## src/rtl/jump_kinematics_pkg.sv

```systemverilog
// rtl/jump_kinematics_pkg.sv - shared state encoding and saturation helpers for the jump integrator
package jump_kinematics_pkg;

  typedef enum logic [2:0] {
    ST_IDLE = 3'd0,
    ST_RISE = 3'd1,
    ST_FALL = 3'd2,
    ST_HOLD = 3'd3,
    ST_DONE = 3'd4
  } state_e;

  localparam int unsigned HOLD_CNT_W = 8;

  // Unsigned add that pins at max instead of wrapping.
  function automatic logic [31:0] sat_inc(input logic [31:0] val, input logic [31:0] inc,
                                          input logic [31:0] max);
    logic [32:0] sum;
    sum = {1'b0, val} + {1'b0, inc};
    return (sum > {1'b0, max}) ? max : sum[31:0];
  endfunction

endpackage

```

## src/rtl/jump_kinematics_tick_prescaler.sv

```systemverilog
// rtl/jump_kinematics_tick_prescaler.sv - free-running physics tick divider with synchronous clear
module jump_kinematics_tick_prescaler #(
  parameter int unsigned TICK_DIV = 4
) (
  input  logic clk,
  input  logic rst_n,
  input  logic i_clear,
  output logic o_tick
);

  localparam int unsigned CNT_W = (TICK_DIV > 2) ? $clog2(TICK_DIV) : 1;
  localparam logic [CNT_W-1:0] LAST = CNT_W'(TICK_DIV - 1);

  logic [CNT_W-1:0] cnt_q, cnt_d;

  always_comb begin
    o_tick = (cnt_q == LAST);
    cnt_d  = cnt_q + CNT_W'(1);
    if (i_clear || o_tick) begin
      cnt_d = '0;
    end
  end

  always_ff @(posedge clk or negedge rst_n) begin
    if (!rst_n) begin
      cnt_q <= '0;
    end else begin
      cnt_q <= cnt_d;
    end
  end

endmodule

```

## src/rtl/jump_kinematics.sv

```systemverilog
// rtl/jump_kinematics.sv - projectile integrator producing per-tick height/distance and apex/land events
// Optional apex freeze enabled by defining JUMP_APEX_HOLD_EN.
module jump_kinematics
  import jump_kinematics_pkg::*;
#(
  parameter int unsigned V_W       = 11,
  parameter int unsigned H_W       = 9,
  parameter int unsigned D_W       = 11,
  parameter int unsigned GRAVITY   = 1,
  parameter int unsigned VX        = 1,
  parameter int unsigned TICK_DIV  = 262144,
  parameter int unsigned APEX_HOLD = 2
) (
  input  logic           clk,
  input  logic           rst_n,
  input  logic           i_start,
  input  logic           i_abort,
  input  logic [V_W-1:0] i_v_init,
  output logic [H_W-1:0] o_height,
  output logic [D_W-1:0] o_dist,
  output logic           o_busy,
  output logic           o_apex,
  output logic           o_land,
  output logic           o_done
);

  localparam int unsigned VY_W  = V_W + 1;
  // Wide enough that height + vy cannot wrap even for the largest launch velocity.
  localparam int unsigned SUM_W = ((H_W > VY_W) ? H_W : VY_W) + 2;
  localparam logic [H_W-1:0] H_MAX = '1;
  localparam logic [D_W-1:0] D_MAX = '1;

  state_e                 state_q, state_d;
  logic signed [VY_W-1:0] vy_q, vy_d;
  logic [H_W-1:0]         height_q, height_d;
  logic [D_W-1:0]         dist_q, dist_d;
  logic                   apex_q, apex_d;
  logic                   land_q, land_d;
`ifdef JUMP_APEX_HOLD_EN
  localparam logic [HOLD_CNT_W-1:0] HOLD_LAST = HOLD_CNT_W'(APEX_HOLD - 1);
  logic [HOLD_CNT_W-1:0]  hold_q, hold_d;
`endif

  logic                   tick;
  logic                   start_ok;
  logic signed [SUM_W-1:0] h_n, vy_nxt;
  logic                   vy_le0, hn_le0, vyn_le0;

  jump_kinematics_tick_prescaler #(
    .TICK_DIV (TICK_DIV)
  ) u_prescaler (
    .clk     (clk),
    .rst_n   (rst_n),
    .i_clear (start_ok),
    .o_tick  (tick)
  );

  always_comb begin
    state_d  = state_q;
    vy_d     = vy_q;
    height_d = height_q;
    dist_d   = dist_q;
    apex_d   = 1'b0;
    land_d   = 1'b0;
    start_ok = 1'b0;
`ifdef JUMP_APEX_HOLD_EN
    hold_d   = hold_q;
`endif

    h_n     = {{(SUM_W-H_W){1'b0}}, height_q} + {{(SUM_W-VY_W){vy_q[VY_W-1]}}, vy_q};
    vy_nxt  = {{(SUM_W-VY_W){vy_q[VY_W-1]}}, vy_q} - SUM_W'(GRAVITY);
    vy_le0  = vy_q[VY_W-1] || (vy_q == '0);
    hn_le0  = h_n[SUM_W-1] || (h_n == '0);
    vyn_le0 = vy_nxt[SUM_W-1] || (vy_nxt == '0);

    if (i_abort) begin
      state_d  = ST_IDLE;
      height_d = '0;
    end else if (i_start && (state_q == ST_IDLE || state_q == ST_DONE)) begin
      start_ok = 1'b1;
      state_d  = ST_RISE;
      vy_d     = {1'b0, i_v_init};
      height_d = '0;
      dist_d   = '0;
    end else if (tick) begin
      case (state_q)
        ST_RISE, ST_FALL: begin
          vy_d   = vy_nxt[VY_W-1:0];
          dist_d = D_W'(sat_inc(32'(dist_q), VX, 32'(D_MAX)));
          if (vy_le0 && hn_le0) begin
            height_d = '0;
            land_d   = 1'b1;
            state_d  = ST_DONE;
          end else begin
            // Not landing implies h_n is positive, so any upper bit means overflow.
            height_d = (|h_n[SUM_W-1:H_W]) ? H_MAX : h_n[H_W-1:0];
            if (state_q == ST_RISE && vyn_le0) begin
              apex_d = 1'b1;
`ifdef JUMP_APEX_HOLD_EN
              state_d = ST_HOLD;
              hold_d  = '0;
`else
              state_d = ST_FALL;
`endif
            end
          end
        end
`ifdef JUMP_APEX_HOLD_EN
        ST_HOLD: begin
          if (hold_q == HOLD_LAST) begin
            state_d = ST_FALL;
          end else begin
            hold_d = hold_q + HOLD_CNT_W'(1);
          end
        end
`endif
        default: ;
      endcase
    end
  end

  always_ff @(posedge clk or negedge rst_n) begin
    if (!rst_n) begin
      state_q  <= ST_IDLE;
      vy_q     <= '0;
      height_q <= '0;
      dist_q   <= '0;
      apex_q   <= 1'b0;
      land_q   <= 1'b0;
`ifdef JUMP_APEX_HOLD_EN
      hold_q   <= '0;
`endif
    end else begin
      state_q  <= state_d;
      vy_q     <= vy_d;
      height_q <= height_d;
      dist_q   <= dist_d;
      apex_q   <= apex_d;
      land_q   <= land_d;
`ifdef JUMP_APEX_HOLD_EN
      hold_q   <= hold_d;
`endif
    end
  end

  assign o_height = height_q;
  assign o_dist   = dist_q;
  assign o_apex   = apex_q;
  assign o_land   = land_q;
  assign o_busy   = (state_q == ST_RISE) || (state_q == ST_FALL) || (state_q == ST_HOLD);
  assign o_done   = (state_q == ST_DONE);

endmodule

```

## config.mk

```make
export PLATFORM = sky130hd
export DESIGN_NAME = jump_kinematics
export DESIGN_NICKNAME = d
export VERILOG_FILES = /design/src/rtl/jump_kinematics_pkg.sv /design/src/rtl/jump_kinematics_tick_prescaler.sv /design/src/rtl/jump_kinematics.sv
export SDC_FILE = /design/constraint.sdc
export NUM_CORES = 1
export LEC_CHECK = 0
export CAP_MARGIN = 20
export CORE_UTILIZATION = 57
export CTS_CLUSTER_SIZE = 8
export DETAILED_ROUTE_END_ITERATION = 6
export PLACE_DENSITY_LB_ADDON = 0.3
export SLEW_MARGIN = 0
export SYNTH_ARGS = -nofsm -noshare
export SYNTH_HDL_FRONTEND = slang
export SYNTH_SLANG_ARGS = --single-unit
```

## constraint.sdc

```tcl
create_clock -name clk -period 3.75 [get_ports clk]
set_clock_uncertainty 0.1 [all_clocks]
set_input_delay 0.375 -clock clk [delete_from_list [all_inputs] [get_ports clk]]
set_output_delay 0.375 -clock clk [all_outputs]
set_load 0.05 [all_outputs]
```

==> reports/summary.txt, run 1 <==
Status: finished, violations left
Failing checks: negative hold slack
Aggregate global-route resource usage: 28.4%
Row count: 28
EDFF count, synth: 0
I/O pin total: 39
Power Dens Cells: 470 mW/mm2
Fillers: 492
Hold buffers post-CTS: 0
Initial antenna violation count: 0
Final core occ: 68.6%
Sequential cell area: 0.00138 mm2
Root buffer cell: clkbuf_8
Via/cell ratio: 6.39
Mean Syn Cell Area: 8.62 um2
DRT Wirelength: 8940 um
Clock tree buffer depth: 2
Synth area leader: dfrtp_1
N_diodes: 0
DR iter-0 viols: 182
CTS Buf Count: 5
Nets: 481
Part of the cycle the worst path needs: 86.4%
Slew @ Worst Pin: 0.783 ns
Worst min path class: primary input to asynchronous set/reset pin
Seq cells post-synth: 55
Post-DRT Antenna Nets: 0
F_max: 309 MHz
Synth warnings: 0
Peak VDD IR: 0.000306 V
TritonCTS clock tree: done
Worst EP required: 3.84 ns
Async SR Flop Fraction: 100%
Synth top area share: 38.2%
Startpoint Class: flop
CP top delay family: simple AND/OR/NAND/NOR gates
Area of the die: 0.00664 mm2
R2R depth: 9
CP cell instances: ha_1 > inv_1 > fa_1 > nor2b_1 > o22ai_1 > xnor2_1 > or4_4 > o311ai_4 > o21ai_1
Final Hold Fails: 29
Hold WS: -0.0242 ns
Wire per inst: 17.0 um
Pins over their slew limit: 0
Setup CP Type: flop to flop
Via count: 3367
DIE HEIGHT: 81.5 um
Port Buf Inserts: 38
Buffer and inverter count on the worst path: 1
Area of the multi-input gates: 0.00210 mm2
Setup violators final: 0
Fin Setup TNS: 0 ns
Sink Count: 55
Setup bufs post-CTS: 0
GPL Wtd Cong: 0.881
Layout cells sized above 1: 5.53%
RSZ-0062 raised after global routing: false
Post-CTS sizing: 0
Worst skew pair latency: 0.32 ns
Post-DP HPWL: 6500 um
Largest net degree at the start of global routing: 31
Initial core utilization: 59.8%
Unique masters post-synth: 60
Crit path DAT: 3.32 ns
Max-slew headroom: 47.4%
Shortest period the worst path allows: 3.24 ns
Grt ovf: 0
Top_reg_cell synth: dfrtp_1
Setup crit end kind: flop
Syn Nets: 448
Core outline area: 0.00603 mm2
Drt first pass iters: 5
Syn Std Cell Area: 0.00360 mm2
Leak: 0.00179 uW
Critical Path Max Stage Delay: 0.55 ns
Top post-synthesis cells by area: dfrtp_1 (38%), ha_1 (4.9%), nor2_1 (4.5%)
Synth Instances: 418
Worst flop-to-flop path startpoint: vy_q[0]
Die W: 81.5 um
Vias in the first global route: 3113
Post-synthesis sequential area ratio: 38.2%
H-Tree Depth: 2
Global-route wire length before repair: 14500 um
DRC viols: 0
Layout area overhead: 14.8%
Total power: 1940 uW
Crit path depth: 9
Max FO, Critical Path: 9
Slowest cell on the critical path: or4_4
# Max-Cap Violations: 0
R2R Setup Slk: 0.51 ns
FF-to-FF End: o_height[5]
Clk slew on worst S/H paths: 0.11 ns
## how the worst max path moves through the flow
stage	end	slack (ns)	startpoint
6_report	o_height[5]	0.51	vy_q[0]
5_1_grt	o_height[7]	0.29	vy_q[0]
4_1_cts	o_height[5]	0.55	vy_q[0]
3_5_place_dp	o_height[5]	0.59	vy_q[0]
3_3_place_gp	o_height[6]	0.69	vy_q[0]
2_1_floorplan	o_height[0]	0.61	o_height[0]
## placed cells by master, fill, tap and decap left out, types with 7 or more instances in the layout
cell type and n:
xnor2_1 9, nor2_1 43, a22o_1 7, nand3_1 22, o21ai_0 27, nand2_1 35, o21ai_1 12, dfrtp_1 55
ha_1 14, and3_1 11, nor3_1 16, a21oi_1 27, clkdlybuf4s50_1 37, inv_1 12, xor2_1 16
## cells in the mapped netlist (all sizes together) (2+ instances only)
cell     number
a211oi        4
a21o          6
a21oi        27
a221oi        2
a22o          7
a311oi        2
a31oi         5
a41oi         3
and2          6
and3         11
and4          4
buf           5
clkbuf       13
dfrtp        55
ha           14
inv          12
nand2        35
nand2b        3
nand3        22
nand4         5
nand4b        3
nor2         43
nor2b         3
nor3         17
nor3b         3
nor4          2
o2111ai       2
o211ai        3
o21a          2
o21ai        39
o221a         2
o22ai         5
o31ai         2
or2           4
or3           5
or4b          2
xnor2         9
xor2         16
## sequential cells by signal, indices dropped and copies added, names as in the netlist
| name | cells |
|---|---|
| u_prescaler.cnt_q | 18 |
| vy_q | 12 |
| o_dist | 11 |
| o_height | 9 |
| state_q | 3 |
| o_apex | 1 |
| o_land | 1 |
## layout make-up
type | instances | share of cell area, %
Sequential cell | 55 | 33.3
Timing Repair Buffer | 44 | 10.2
Tap cell | 75 | 2.27
Clock inverter | 3 | 0.666
Inverter | 12 | 1.09
Multi-Input combinational cell | 333 | 50.9
Clock buffer | 5 | 1.66
## report_power, final
part | leakage [uW] | switching (uW) | internal [uW] | total (uW)
Combinational | 0.00101 | 434 | 288 | 722
Sequential | 0.000732 | 188 | 675 | 863
Clock | 0.0000463 | 222 | 138 | 359
Total | 0.00179 | 843 | 1100 | 1940
## through the flow
step                cells  hold slack [ns]  setup slack, ns  instance area [um2]
finish                527          -0.0242            0.511                 4140
global route          527           0.0363            0.287                 4140
CTS                   527           0.0199            0.550                 4140
detailed placement    519            0.361            0.588                 4040
global placement      519            0.345            0.689                 4040
floorplan             418          -0.0206            0.608                 3600
## cells by family after synthesis
| kind of cell | Yosys count | share of synthesized area, % |
|---|---|---|
| AND/OR/NAND/NOR | 172 | 24.9 |
| AO/OA/AOI/OAI | 121 | 22.0 |
| flip-flops | 55 | 38.2 |
| buffers and inverters | 30 | 3.44 |
| XOR/XNOR | 25 | 6.08 |
| adder cells (fa/ha/maj) | 15 | 5.42 |
## layer usage
layer	vias to the layer above	global-route usage (%)	routed length [um]
li1	1601	-	-
met1	1649	38.8	4130
met2	103	46.3	4230
met3	14	4.56	457
met4	0	8.57	110
met5	-	0	0
(Power assumes the default switching activity.)
==> run 2: changes to the inputs <==
--- a/config.mk
+++ b/config.mk
@@ -10,7 +10,6 @@
 export CTS_CLUSTER_SIZE = 8
 export DETAILED_ROUTE_END_ITERATION = 6
 export PLACE_DENSITY_LB_ADDON = 0.3
-export SLEW_MARGIN = 0
 export SYNTH_ARGS = -nofsm -noshare
 export SYNTH_HDL_FRONTEND = slang
 export SYNTH_SLANG_ARGS = --single-unit
==> results of run 2 <==
The final DEF is identical to that of run 1; final timing and power are the same.
